File: config.mk
export PLATFORM = sky130hd
export DESIGN_NAME = lsu_align_ctrl
export DESIGN_NICKNAME = d
export VERILOG_FILES = /design/src/rtl/lsu_pkg.sv /design/src/rtl/lsu_load_extract.sv /design/src/rtl/lsu_align_ctrl.sv
export SDC_FILE = /design/constraint.sdc
export NUM_CORES = 1
export LEC_CHECK = 0
export CORE_MARGIN = 4
export CORE_UTILIZATION = 44
export DETAILED_ROUTE_END_ITERATION = 10
export PLACE_DENSITY = 0.85
export SYNTH_ARGS = -nofsm -noshare
export SYNTH_HDL_FRONTEND = slang
export SYNTH_SLANG_ARGS = --single-unit
File: constraint.sdc
create_clock -name clk -period 2.5 [get_ports clk]
set_clock_uncertainty 0.1 [all_clocks]
set_input_delay 0.75 -clock clk [delete_from_list [all_inputs] [get_ports clk]]
set_output_delay 0.75 -clock clk [all_outputs]
set_load 0.02 [all_outputs]
File: src/rtl/lsu_pkg.sv
// Shared types and decode helpers for the load/store alignment unit.
package lsu_pkg;

  typedef enum logic [2:0] {
    LS_B  = 3'b000,
    LS_H  = 3'b001,
    LS_W  = 3'b010,
    LS_D  = 3'b011,
    LS_BU = 3'b100,
    LS_HU = 3'b101,
    LS_WU = 3'b110
  } ls_funct3_e;

  typedef enum logic [1:0] {
    ST_IDLE = 2'd0,
    ST_REQ  = 2'd1,
    ST_WAIT = 2'd2,
    ST_RESP = 2'd3
  } lsu_state_e;

  localparam logic [7:0] MASK_B = 8'h01;
  localparam logic [7:0] MASK_H = 8'h03;
  localparam logic [7:0] MASK_W = 8'h0F;
  localparam logic [7:0] MASK_D = 8'hFF;

  function automatic logic [3:0] size_bytes(input logic [2:0] funct3);
    case (funct3)
      LS_B, LS_BU: size_bytes = 4'd1;
      LS_H, LS_HU: size_bytes = 4'd2;
      LS_W, LS_WU: size_bytes = 4'd4;
      LS_D:        size_bytes = 4'd8;
      default:     size_bytes = 4'd0;
    endcase
  endfunction

  function automatic logic [7:0] size_mask(input logic [2:0] funct3);
    case (funct3)
      LS_B, LS_BU: size_mask = MASK_B;
      LS_H, LS_HU: size_mask = MASK_H;
      LS_W, LS_WU: size_mask = MASK_W;
      LS_D:        size_mask = MASK_D;
      default:     size_mask = 8'h00;
    endcase
  endfunction

  // 111 is never legal; D and WU need a 64-bit datapath; WU has no store form.
  function automatic logic is_legal(input logic [2:0] funct3, input logic we, input int xlen);
    is_legal = 1'b1;
    if (funct3 == 3'b111) is_legal = 1'b0;
    if ((xlen == 32) && ((funct3 == LS_D) || (funct3 == LS_WU))) is_legal = 1'b0;
    if (we && (funct3 == LS_WU)) is_legal = 1'b0;
  endfunction

endpackage

File: src/rtl/lsu_load_extract.sv
// Selects the addressed lane of a memory word and sign- or zero-extends it.
module lsu_load_extract
  import lsu_pkg::*;
#(
  parameter int XLEN = 32
) (
  input  logic [XLEN-1:0]         rdata,
  input  logic [$clog2(XLEN/8)-1:0] offset,
  input  logic [2:0]              funct3,
  output logic [XLEN-1:0]         data
);

  logic [XLEN-1:0] sh;
  logic [XLEN-1:0] keep;
  logic [3:0]      size;
  logic            sgn;

  assign sh   = rdata >> {offset, 3'b000};
  assign size = size_bytes(funct3);

  // keep covers the bytes of the access; everything above is fill
  always_comb begin
    keep = '0;
    for (int i = 0; i < XLEN/8; i++) begin
      keep[i*8 +: 8] = {8{(4'(i) < size)}};
    end
  end

  always_comb begin
    sgn = 1'b0;
    case (funct3)
      LS_B:    sgn = sh[7];
      LS_H:    sgn = sh[15];
      LS_W:    sgn = sh[31];
      default: sgn = 1'b0;
    endcase
  end

  assign data = (sh & keep) | ({XLEN{sgn}} & ~keep);

endmodule

File: src/rtl/lsu_align_ctrl.sv
// Load/store alignment and data-memory handshake controller.
//
// state | meaning
// IDLE  | ready for a request; fields latched on req_valid
// REQ   | mem_req held with stable fields until mem_gnt
// WAIT  | load granted, waiting for mem_rvalid
// RESP  | one-cycle resp_valid pulse
module lsu_align_ctrl
  import lsu_pkg::*;
#(
  parameter int XLEN   = 32,
  parameter int ADDR_W = 32
) (
  input  logic                clk,
  input  logic                reset,
  input  logic                req_valid,
  output logic                req_ready,
  input  logic                req_we,
  input  logic [2:0]          req_funct3,
  input  logic [ADDR_W-1:0]   req_addr,
  input  logic [XLEN-1:0]     req_wdata,
  output logic                resp_valid,
  output logic [XLEN-1:0]     resp_rdata,
  output logic                resp_misalign,
  output logic                resp_illegal,
  output logic                mem_req,
  output logic                mem_we,
  output logic [ADDR_W-1:0]   mem_addr,
  output logic [XLEN/8-1:0]   mem_be,
  output logic [XLEN-1:0]     mem_wdata,
  input  logic                mem_gnt,
  input  logic                mem_rvalid,
  input  logic [XLEN-1:0]     mem_rdata,
  output logic                busy
);

  localparam int NB    = XLEN / 8;
  localparam int OFS_W = $clog2(NB);

  lsu_state_e        state_q, state_d;
  logic              we_q;
  logic [2:0]        f3_q;
  logic [ADDR_W-1:0] addr_q;
  logic [XLEN-1:0]   wdata_q;
  logic [XLEN-1:0]   rdata_q;
  logic              misalign_q, illegal_q;

  logic              req_legal, req_misalign;
  logic [XLEN-1:0]   ext_data;
  logic [NB-1:0]     be_mask, be_calc;
  logic [XLEN-1:0]   wdata_calc;

  assign req_legal = is_legal(req_funct3, req_we, XLEN);

  always_comb begin
    req_misalign = 1'b0;
    case (req_funct3)
      LS_H, LS_HU: req_misalign = req_addr[0];
      LS_W, LS_WU: req_misalign = |req_addr[1:0];
      LS_D:        req_misalign = |req_addr[2:0];
      default:     req_misalign = 1'b0;
    endcase
  end

  always_ff @(posedge clk) begin
    if (reset) state_q <= ST_IDLE;
    else       state_q <= state_d;
  end

  always_comb begin
    state_d = state_q;
    case (state_q)
      ST_IDLE: if (req_valid) state_d = (!req_legal || req_misalign) ? ST_RESP : ST_REQ;
      ST_REQ:  if (mem_gnt)   state_d = we_q ? ST_RESP : ST_WAIT;
      ST_WAIT: if (mem_rvalid) state_d = ST_RESP;
      ST_RESP: state_d = ST_IDLE;
      default: state_d = ST_IDLE;
    endcase
  end

  always_ff @(posedge clk) begin
    if (reset) begin
      we_q       <= 1'b0;
      f3_q       <= 3'b000;
      addr_q     <= '0;
      wdata_q    <= '0;
      rdata_q    <= '0;
      misalign_q <= 1'b0;
      illegal_q  <= 1'b0;
    end else begin
      if ((state_q == ST_IDLE) && req_valid) begin
        we_q       <= req_we;
        f3_q       <= req_funct3;
        addr_q     <= req_addr;
        wdata_q    <= req_wdata;
        rdata_q    <= '0;
        illegal_q  <= !req_legal;
        misalign_q <= req_legal && req_misalign;
      end
      if ((state_q == ST_WAIT) && mem_rvalid) rdata_q <= ext_data;
    end
  end

  lsu_load_extract #(.XLEN(XLEN)) u_extract (
    .rdata  (mem_rdata),
    .offset (addr_q[OFS_W-1:0]),
    .funct3 (f3_q),
    .data   (ext_data)
  );

  assign be_mask = NB'(size_mask(f3_q));
  assign be_calc = be_mask << addr_q[OFS_W-1:0];

  // replicate the store operand so every lane carries it; memory picks by mem_be
  always_comb begin
    case (f3_q)
      LS_B, LS_BU: wdata_calc = {NB{wdata_q[7:0]}};
      LS_H, LS_HU: wdata_calc = {(NB/2){wdata_q[15:0]}};
      LS_W, LS_WU: wdata_calc = {(NB/4){wdata_q[31:0]}};
      default:     wdata_calc = wdata_q;
    endcase
  end

  always_comb begin
    req_ready     = (state_q == ST_IDLE);
    busy          = (state_q != ST_IDLE);
    mem_req       = 1'b0;
    mem_we        = 1'b0;
    mem_addr      = '0;
    mem_be        = '0;
    mem_wdata     = '0;
    resp_valid    = 1'b0;
    resp_rdata    = '0;
    resp_misalign = 1'b0;
    resp_illegal  = 1'b0;
    case (state_q)
      ST_REQ: begin
        mem_req   = 1'b1;
        mem_we    = we_q;
        mem_addr  = {addr_q[ADDR_W-1:OFS_W], {OFS_W{1'b0}}};
        mem_be    = be_calc;
        mem_wdata = wdata_calc;
      end
      ST_RESP: begin
        resp_valid    = 1'b1;
        resp_rdata    = rdata_q;
        resp_misalign = misalign_q;
        resp_illegal  = illegal_q;
      end
      default: ;
    endcase
  end

endmodule
### Yosys cells after proc, flatten, opt, wreduce, memory -nomap -nowiden

Index checks and enable logic that the tools add are counted.
Widths: inputs -> output; s select.

| operators by class | value |
|---|---|
| order comparisons | 4 |
| equality and inequality tests | 18 |
| shift-type cells | 2 |
| multiplexer cells | 25 |
| bitwise logic cells | 4 |
| reduce and logical (&&, ||, !) cells | 19 |

Operators by type and width:

| operator | count |
|---|---|
| $mux 32 | 5 |
| $and 32x32->32 | 2 |
| $pmux 32 s2 | 1 |
| $not 32->32 | 1 |
| $or 32x32->32 | 1 |
| $pmux 4 s4 | 2 |
| $shr 32x5->32 | 1 |
| $eq 3x3->1 const B | 6 |
| $eq 3x2->1 const B | 4 |
| $reduce_or 2->1 | 6 |
| $mux 1 | 9 |
| $lt 1x4->1 const A | 2 |
| $lt 2x4->1 const A | 2 |
| $mux 2 | 4 |
| $pmux 2 s4 | 1 |
| $eq 3x1->1 const B | 2 |
| $ne 2x2->1 const B | 3 |
| $pmux 1 s3 | 2 |
| $eq 2x2->1 const B | 2 |
| $logic_and 1x1->1 | 4 |
| $mux 4 | 1 |
| $reduce_bool 2->1 | 2 |
| $shl 4x2->4 | 1 |
| $logic_not 3->1 | 1 |
| other kinds (6) | 7 |

| word-level totals | value |
|---|---|
| register bits after elaboration | 104 |
| input bits | 105 |

### Logic depth before layout (Yosys ltp)

Gate-level depths: netlist of run 1.

| depth | value |
|---|---|
| word-level depth | 9 |
| mapped depth | 9 |
| gate-level depth less buffers | 6 |

### Hierarchy

From an unflattened synthesis of run 1, not the netlist that was laid out.

| unflattened totals | value |
|---|---|
| cell total of the unflattened synthesis | 721 |
| area total of the unflattened synthesis | 5544.1 µm² |

Modules (own cells, without submodules):

| module | times used | cells an instance | area an instance (µm²) | seq. area each (µm²) |
|---|---|---|---|---|
| lsu_align_ctrl | 1 | 609 | 4754.6 | 2082.0 |
| lsu_load_extract | 1 | 112 | 789.5 | 0.0 |

### Worst setup path before layout of run 1

OpenSTA, ideal clock, no wires.

| timing | value |
|---|---|
| path kind | flip-flop to output port |
| start point | reg state_q[1] |
| end point | out mem_wdata[11] |
| arrival time | 1733 ps |
| data required time | 1650 ps |
| setup slack | -83 ps |
| cell stages (with the launch flop) | 6 |
| buffers on the path | 2 |
| path through | dfxtp_1 -> inv_1 -> ha_1 -> clkbuf_1 -> clkbuf_1 -> a21boi_0 |

| between the ends | value |
|---|---|
| longest elaborated chain between the ends | 2 |

Ends and longest elaborated chain:

| what | line | source |
|---|---|---|
| from (decl) | lsu_align_ctrl.sv:40 | `lsu_state_e state_q, state_d;` |
| from (signal assigned) | lsu_align_ctrl.sv:67 | `else state_q <= state_d;` |
| $eq 2x1->1 | lsu_align_ctrl.sv:136 | `case (state_q)` |
| $mux 32 | lsu_align_ctrl.sv:136 |  |
| to (decl) | lsu_align_ctrl.sv:30 | `output logic [XLEN-1:0] mem_wdata,` |

No other way between the ends.

### Worst setup path in the final report of run 1

| timing | value |
|---|---|
| start point | reg state_q[0] |
| end point | out resp_misalign |

| between the ends | value |
|---|---|
| longest elaborated chain between the ends | 2 |

Ends and longest elaborated chain:

| what | line | source |
|---|---|---|
| $eq 2x2->1 | lsu_align_ctrl.sv:136 |  |
| $mux 1 | lsu_align_ctrl.sv:136 |  |
| to (decl) | lsu_align_ctrl.sv:24 | `output logic resp_misalign,` |

No other way between the ends.

==> impl_metrics.py, run 1 <==
metrics = {
    "status": {
        "status": "finished clean",
    },
    "worst_hold_path": {
        "hold_class": "reg2reg",
    },
    "final_layout": {
        "post-route-util_pct": 67.9,
        "num_antenna_cells": 0,
        "finish.instance_area_sq_mm": 0.00789,
        "syn2layout_area_growth_pct": 48.7,
        "final-seq-area_sq_mm": 0.00209,
        "multiInputGateArea_sq_mm": 0.00298,
        "stdcell_count": 1049,
        "layout-drive-gt1-share_pct": 17.9,
        "filler_cell_count": 986,
        "fin_nets": 1010,
    },
    "critical_path": {
        "critical_path_class": "reg2out",
        "worstPathRequired_ps": 1650,
        "critPathLaunchType": "flop",
        "path_common_cell": "buf_4",
        "max_stage_delay_ps": 340,
        "crit_path_max_fanout": 6,
        "cp.buffers_inverters": 3,
        "critical_path.top_delay_family": "buffers and inverters",
        "crit_arrival_ps": 1600,
        "crit_path_end_kind": "output port",
        "crit_chain": "buf_4 > ha_4 > buf_4 > and2_1 > clkdlybuf4s15_1",
        "worst_path_max_delay_cell": "dfxtp_2",
    },
    "power_and_ir_drop": {
        "p_sw_share_pct": 37.7,
        "power.share.combinational_pct": 42.9,
        "p_per_area_mw_per_mm2": 761,
        "peakVddDrop_v": 0.000515,
        "power_frac_seq_pct": 35.2,
        "power_switching_mw": 2.26,
        "power_leakage_nw": 3.16,
        "intPower_mw": 3.74,
        "p_total_mw": 6.00,
        "pwr-share-clk_pct": 22.0,
    },
    "route": {
        "first_pass_iters": 6,
        "initialDrtViolationCount": 475,
        "wirelength_um": 17200,
        "drcViolationCount": 0,
        "vias_per_cell": 5.30,
        "vias": 5559,
        "wire_per_inst_um": 16.4,
        "ant_nets": 0,
    },
    "die": {
        "fp.coreArea_sq_mm": 0.0116,
        "io-pin-count": 212,
        "placementRows": 39,
        "die_w_um": 118,
        "start_util_pct": 45.7,
        "die_height_um": 118,
        "die_area_sq_mm": 0.0139,
    },
    "sta": {
        "fin_crit_ps": 2450,
        "setup_ws_ps": 45.2,
        "slew_headroom_pct": 65.5,
        "slew_violations": 0,
        "fmax_mhz": 407,
        "hold-worst-slack_ps": 347,
        "fin_tns_setup_ps": 0,
        "fin_crit_sh_pct": 98.2,
        "worst_slew_pin_slew_ps": 517,
        "finalHoldViolCount": 0,
        "setup_viol": 0,
    },
    "grt": {
        "grt_pass1_vias": 5404,
        "grt_pass1_wl_um": 27300,
        "antenna_found_initial": 0,
        "grt_max_degree": 46,
        "grt-ovfl-total": 0,
        "grtUsageTotal_pct": 24.2,
    },
    "clocking": {
        "root_buffer": "clkbuf_16",
        "clk_path_buf_depth": 2,
        "cts_buffers": 9,
        "clock_sinks": 104,
        "post_cts_buffers": 0,
        "cts_max_level": 3,
        "clkTransAtPathRegs_ps": 60,
        "cts_tree": "built",
        "clock_latency_ps": 350,
        "cts_hold_buf": 0,
    },
    "synthesis": {
        "synth_edf_count": 0,
        "synthTopCellsByArea": "dfxtp_1 39%, nand2_1 14%, and2_1 8.6%",
        "ys_ff_latch": 104,
        "synth.most_common_cell": "nand2_1",
        "ys.flop_type": "dfxtp_1",
        "synth_common_cells": "192 x nand2_1, 104 x dfxtp_1, 79 x a21oi_1, 73 x and2_1, 34 x mux2i_1",
        "synthCells": 695,
        "ys_seq_area_share_pct": 39.3,
        "avgSynthCellArea_sq_um": 7.63,
        "ys_async_sr_fraction_pct": 0,
        "synth-warning-count": 0,
        "synth.lib_cells_used.distinct": 43,
        "yosysTopAreaCell": "dfxtp_1",
        "synth_area_sq_mm": 0.00530,
        "synth.top_cell.area_share_pct": 39.3,
    },
    "placed_design": {
        "dpl_cell_area_sq_mm": 0.00769,
        "dp.final_hpwl_um": 12800,
        "routabilityCongestion": 0.867,
        "place_inst": 1032,
        "port_buffers": 209,
        "preCtsSetupSlack_ps": -64.3,
    },
    "run": {
        "maxCapViolCount": 0,
    },
}
==> cells in the final DEF (no fill, tap or decap), drive strengths merged, types with 7 or more instances in the layout <==
| master | instances |
|---|---|
| nand2 | 192 |
| dfxtp | 104 |
| clkdlybuf4s50 | 103 |
| a21oi | 79 |
| and2 | 73 |
| clkdlybuf4s15 | 62 |
| buf | 60 |
| mux2i | 34 |
| clkbuf | 34 |
| o21ai | 26 |
| nor2 | 25 |
| nor2b | 19 |
| o211a | 9 |
| a22o | 8 |
| a32oi | 8 |
| inv | 8 |
| a21boi | 8 |
| a211oi | 7 |
| a211o | 7 |
==> tightest hold or removal path, stage by stage, from the launching register on <==
cell	delay (ps)
dfxtp_1	310
nand2_1	50
o21ai_1	50
==> power groups by stage <==
stage / sequential, mW / clock, mW / combinational (mW)
final: 2.11 / 1.32 / 2.57
after global routing: 2.14 / 1.42 / 2.82
after CTS: 2.11 / 1.36 / 2.58
after detailed placement: 2.14 / 0 / 2.63
after global placement: 2.13 / 0 / 2.59
after floorplan: 2.07 / 0 / 1.56
==> sequential cells by signal, indices dropped and copies added, names as in the netlist <==
| signal | cells |
|---|---|
| f3_q | 3 |
| addr_q | 32 |
| illegal_q | 1 |
| misalign_q | 1 |
| state_q | 2 |
| wdata_q | 32 |
| we_q | 1 |
| rdata_q | 32 |
==> layer usage <==
metal | up-vias | global-route usage (%) | wire length, um
li1 | 2734 | - | -
met1 | 2538 | 28.2 | 6970
met2 | 235 | 39.2 | 7970
met3 | 52 | 9.71 | 1610
met4 | 0 | 10.6 | 638
met5 | - | 0 | 0
==> worst paths after layout <==
kind	start	end	slack, ps	cells after the start
setup / recovery	state_q[0]$_SDFFE_PP0P_	resp_misalign	50	5
hold / removal	rdata_q[30]$_SDFFE_PP0P_	rdata_q[30]$_SDFFE_PP0P_	350	2
setup reg to reg	addr_q[1]$_SDFFE_PP0P_	rdata_q[21]$_SDFFE_PP0P_	410	7
hold reg to reg	rdata_q[30]$_SDFFE_PP0P_	rdata_q[30]$_SDFFE_PP0P_	350	2
==> layout make-up <==
cell class                 instances  area share [%]
clock buffer                      12            3.13
multi-input combinational        527            37.7
inverter                           9           0.428
timing repair buffer             250            29.5
sequential                       104            26.5
clock inverter                     4           0.381
tap                              143            2.27
==> cells by family (layout without fill, tap and decap cells) <==
| group | Yosys count | in the layout | synth area share (%) |
|---|---|---|---|
| adder cells (fa/ha/maj) | 4 | 4 | 0.944 |
| flip-flops | 104 | 104 | 39.3 |
| AND/OR/NAND/NOR | 323 | 323 | 27.8 |
| other | 1 | 2 | 0.0707 |
| buffers and inverters | 65 | 275 | 5.45 |
| multiplexers | 34 | 34 | 6.42 |
| AO/OA/AOI/OAI | 164 | 164 | 20.0 |
==> repair_timing <==
item,CTS,global route
hold endpoints to repair,0,0
gates cloned,0,1
resized for setup,285,58
setup endpoints to repair,105,69
pin swaps,0,0
No activity file was read; power rests on OpenSTA's default activity.
==> run 2, diff against run 1 <==
--- a/constraint.sdc
+++ b/constraint.sdc
@@ -4,2 +4,2 @@
 set_output_delay 0.75 -clock clk [all_outputs]
-set_load 0.02 [all_outputs]
+set_load 0.01 [all_outputs]
==> run 2 against run 1 <==
Non-clock buffer count up 2. Sequential cell count unchanged. Sequential share of layout area shrank 0.39 points. Design area is 1.6% higher. Fmax is essentially flat. Largest cell class unchanged. Highest routed layer unchanged.
==> impl_metrics.py, run 2 (synthesized netlist as in run 1, its figures left out) <==
metrics = {
    "power_and_ir_drop": {
        "p_total_mw": 6.28,
        "p_per_area_mw_per_mm2": 785,
        "power_leakage_nw": 3.45,
        "peakVddDrop_v": 0.000479,
    },
    "route": {
        "vias_per_cell": 5.36,
        "vias": 5630,
        "wire_per_inst_um": 17.0,
        "first_pass_iters": 5,
        "maxUsedRoutingLayer": "met4",
        "ant_nets": 0,
        "drcViolationCount": 0,
        "wirelength_um": 17900,
        "wl_met2_um": 8380,
        "wl_met3_um": 1380,
        "initialDrtViolationCount": 484,
        "drt-met1-wl_um": 7560,
    },
    "die": {
        "die_height_um": 118,
        "start_util_pct": 45.7,
        "die_area_sq_mm": 0.0139,
        "die_w_um": 118,
        "io-pin-count": 212,
        "fp.coreArea_sq_mm": 0.0116,
        "placementRows": 39,
    },
    "clocking": {
        "cts_buffers": 9,
        "clock_latency_ps": 330,
        "clk_path_buf_depth": 2,
        "cts_tree": "built",
        "root_buffer": "clkbuf_16",
        "clkTransAtPathRegs_ps": 80,
        "cts_max_level": 3,
        "clock_sinks": 104,
    },
    "sta": {
        "slew_violations": 0,
        "finalHoldViolCount": 0,
        "fmax_mhz": 408,
        "fin_crit_sh_pct": 98.1,
        "worst_slew_pin_slew_ps": 579,
        "fin_crit_ps": 2450,
        "slew_headroom_pct": 61.4,
        "setup_viol": 0,
    },
    "final_layout": {
        "final_cell_mix": "191 x nand2_1, 104 x clkdlybuf4s50_1, 100 x dfxtp_1",
        "final_common_cell": "nand2_1",
        "post-route-util_pct": 69.0,
        "num_antenna_cells": 0,
        "fin_nets": 1012,
        "layout-drive-gt1-share_pct": 14.1,
        "top_regs": "addr_q: 32 flops, rdata_q: 32 flops, wdata_q: 32 flops",
        "syn2layout_area_growth_pct": 51.0,
    },
    "grt": {
        "grtUsageTotal_pct": 24.2,
        "grt_pass1_wl_um": 27800,
        "grt_pass1_vias": 5472,
        "antenna_found_initial": 0,
        "grt-ovfl-total": 0,
        "grt_max_degree": 45,
    },
    "critical_path": {
        "r2r_cells": 6,
        "worstPathRequired_ps": 1650,
        "critical_path_class": "reg2out",
        "critPathLaunchType": "flop",
        "crit_arrival_ps": 1600,
        "r2r_slack_ps": 400,
        "crit_path_end_kind": "output port",
        "crit_path_max_fanout": 8,
    },
    "run": {
        "maxCapViolCount": 0,
    },
    "placed_design": {
        "port_buffers": 209,
        "routabilityCongestion": 0.854,
        "dp.final_hpwl_um": 12500,
    },
    "status": {
        "status": "finished clean",
    },
    "worst_hold_path": {
        "hold_depth": 2,
        "hold_class": "reg2reg",
    },
}
-- run 2: cell count changes in the layout (fill, tap and decap cells not counted), sizes merged --
cell	before	now
bufbuf	0	2
bufinv	0	1
clkbuf	34	33
clkdlybuf4s15	62	16
clkdlybuf4s50	103	104
clkinvlp	1	0
dlygate4sd2	3	49
-- run 2: final cells by class --
cell class / count / area (sq um)
fill: 968 / 3610
inverter: 9 / 35.0
clock buffer: 12 / 256
clock inverter: 4 / 52.6
multi-input combinational: 527 / 3040
timing repair buffer: 252 / 2350
tap: 143 / 179
sequential: 104 / 2090
-- run 2: metal layers --
layer  vias up  GRT usage [%]
met5         -              0
met4         0           9.23
met3        40           6.25
met2       247           39.5
met1      2600           30.6
li1       2743              -
-- run 2: through the flow --
step	cell area, sq um	TNS [ps]	hold slack, ps	instances	setup slack [ps]
after global placement	7660	-22.3	327	1025	-22.3
after detailed placement	7660	-97.8	336	1025	-67.0
final	8010	0	345	1051	46.6
after floorplan	5310	0	317	696	208
after global routing	8010	-5.75	360	1051	-4.66
after CTS	7990	0	347	1045	2.91
-- run 2: report_power, final --
group          total [mW]  switching (mW)  leakage (nW)  internal (mW)
Combinational        2.68            1.41          2.45           1.28
Sequential           2.13           0.201         0.851           1.93
Clock                1.47           0.631         0.153          0.835
Total                6.28            2.24          3.45           4.04
-- run 2: final timing paths --
kind	from	endpoint
min reg2reg	rdata_q[24]$_SDFFE_PP0P_	rdata_q[24]$_SDFFE_PP0P_
min	rdata_q[24]$_SDFFE_PP0P_	rdata_q[24]$_SDFFE_PP0P_
max reg2reg	addr_q[1]$_SDFFE_PP0P_	rdata_q[11]$_SDFFE_PP0P_
max	f3_q[0]$_SDFFE_PP0P_	mem_wdata[10]
-- run 2: timing repair --
item                                    CTS  global route
pin swaps                                 0             0
buffers inserted                          2             4
resized for setup                       206            50
endpoints found under the setup margin  104            42
hold buffers                              0             0
gates cloned                              2             2
-- run 2: critical path, cell delays in order (launching register included) --
cell             delay [ps]
dfxtp_4                 370
clkbuf_16               170
nor2_4                  200
nand2_1                  70
a21boi_0                190
clkdlybuf4s15_2         260
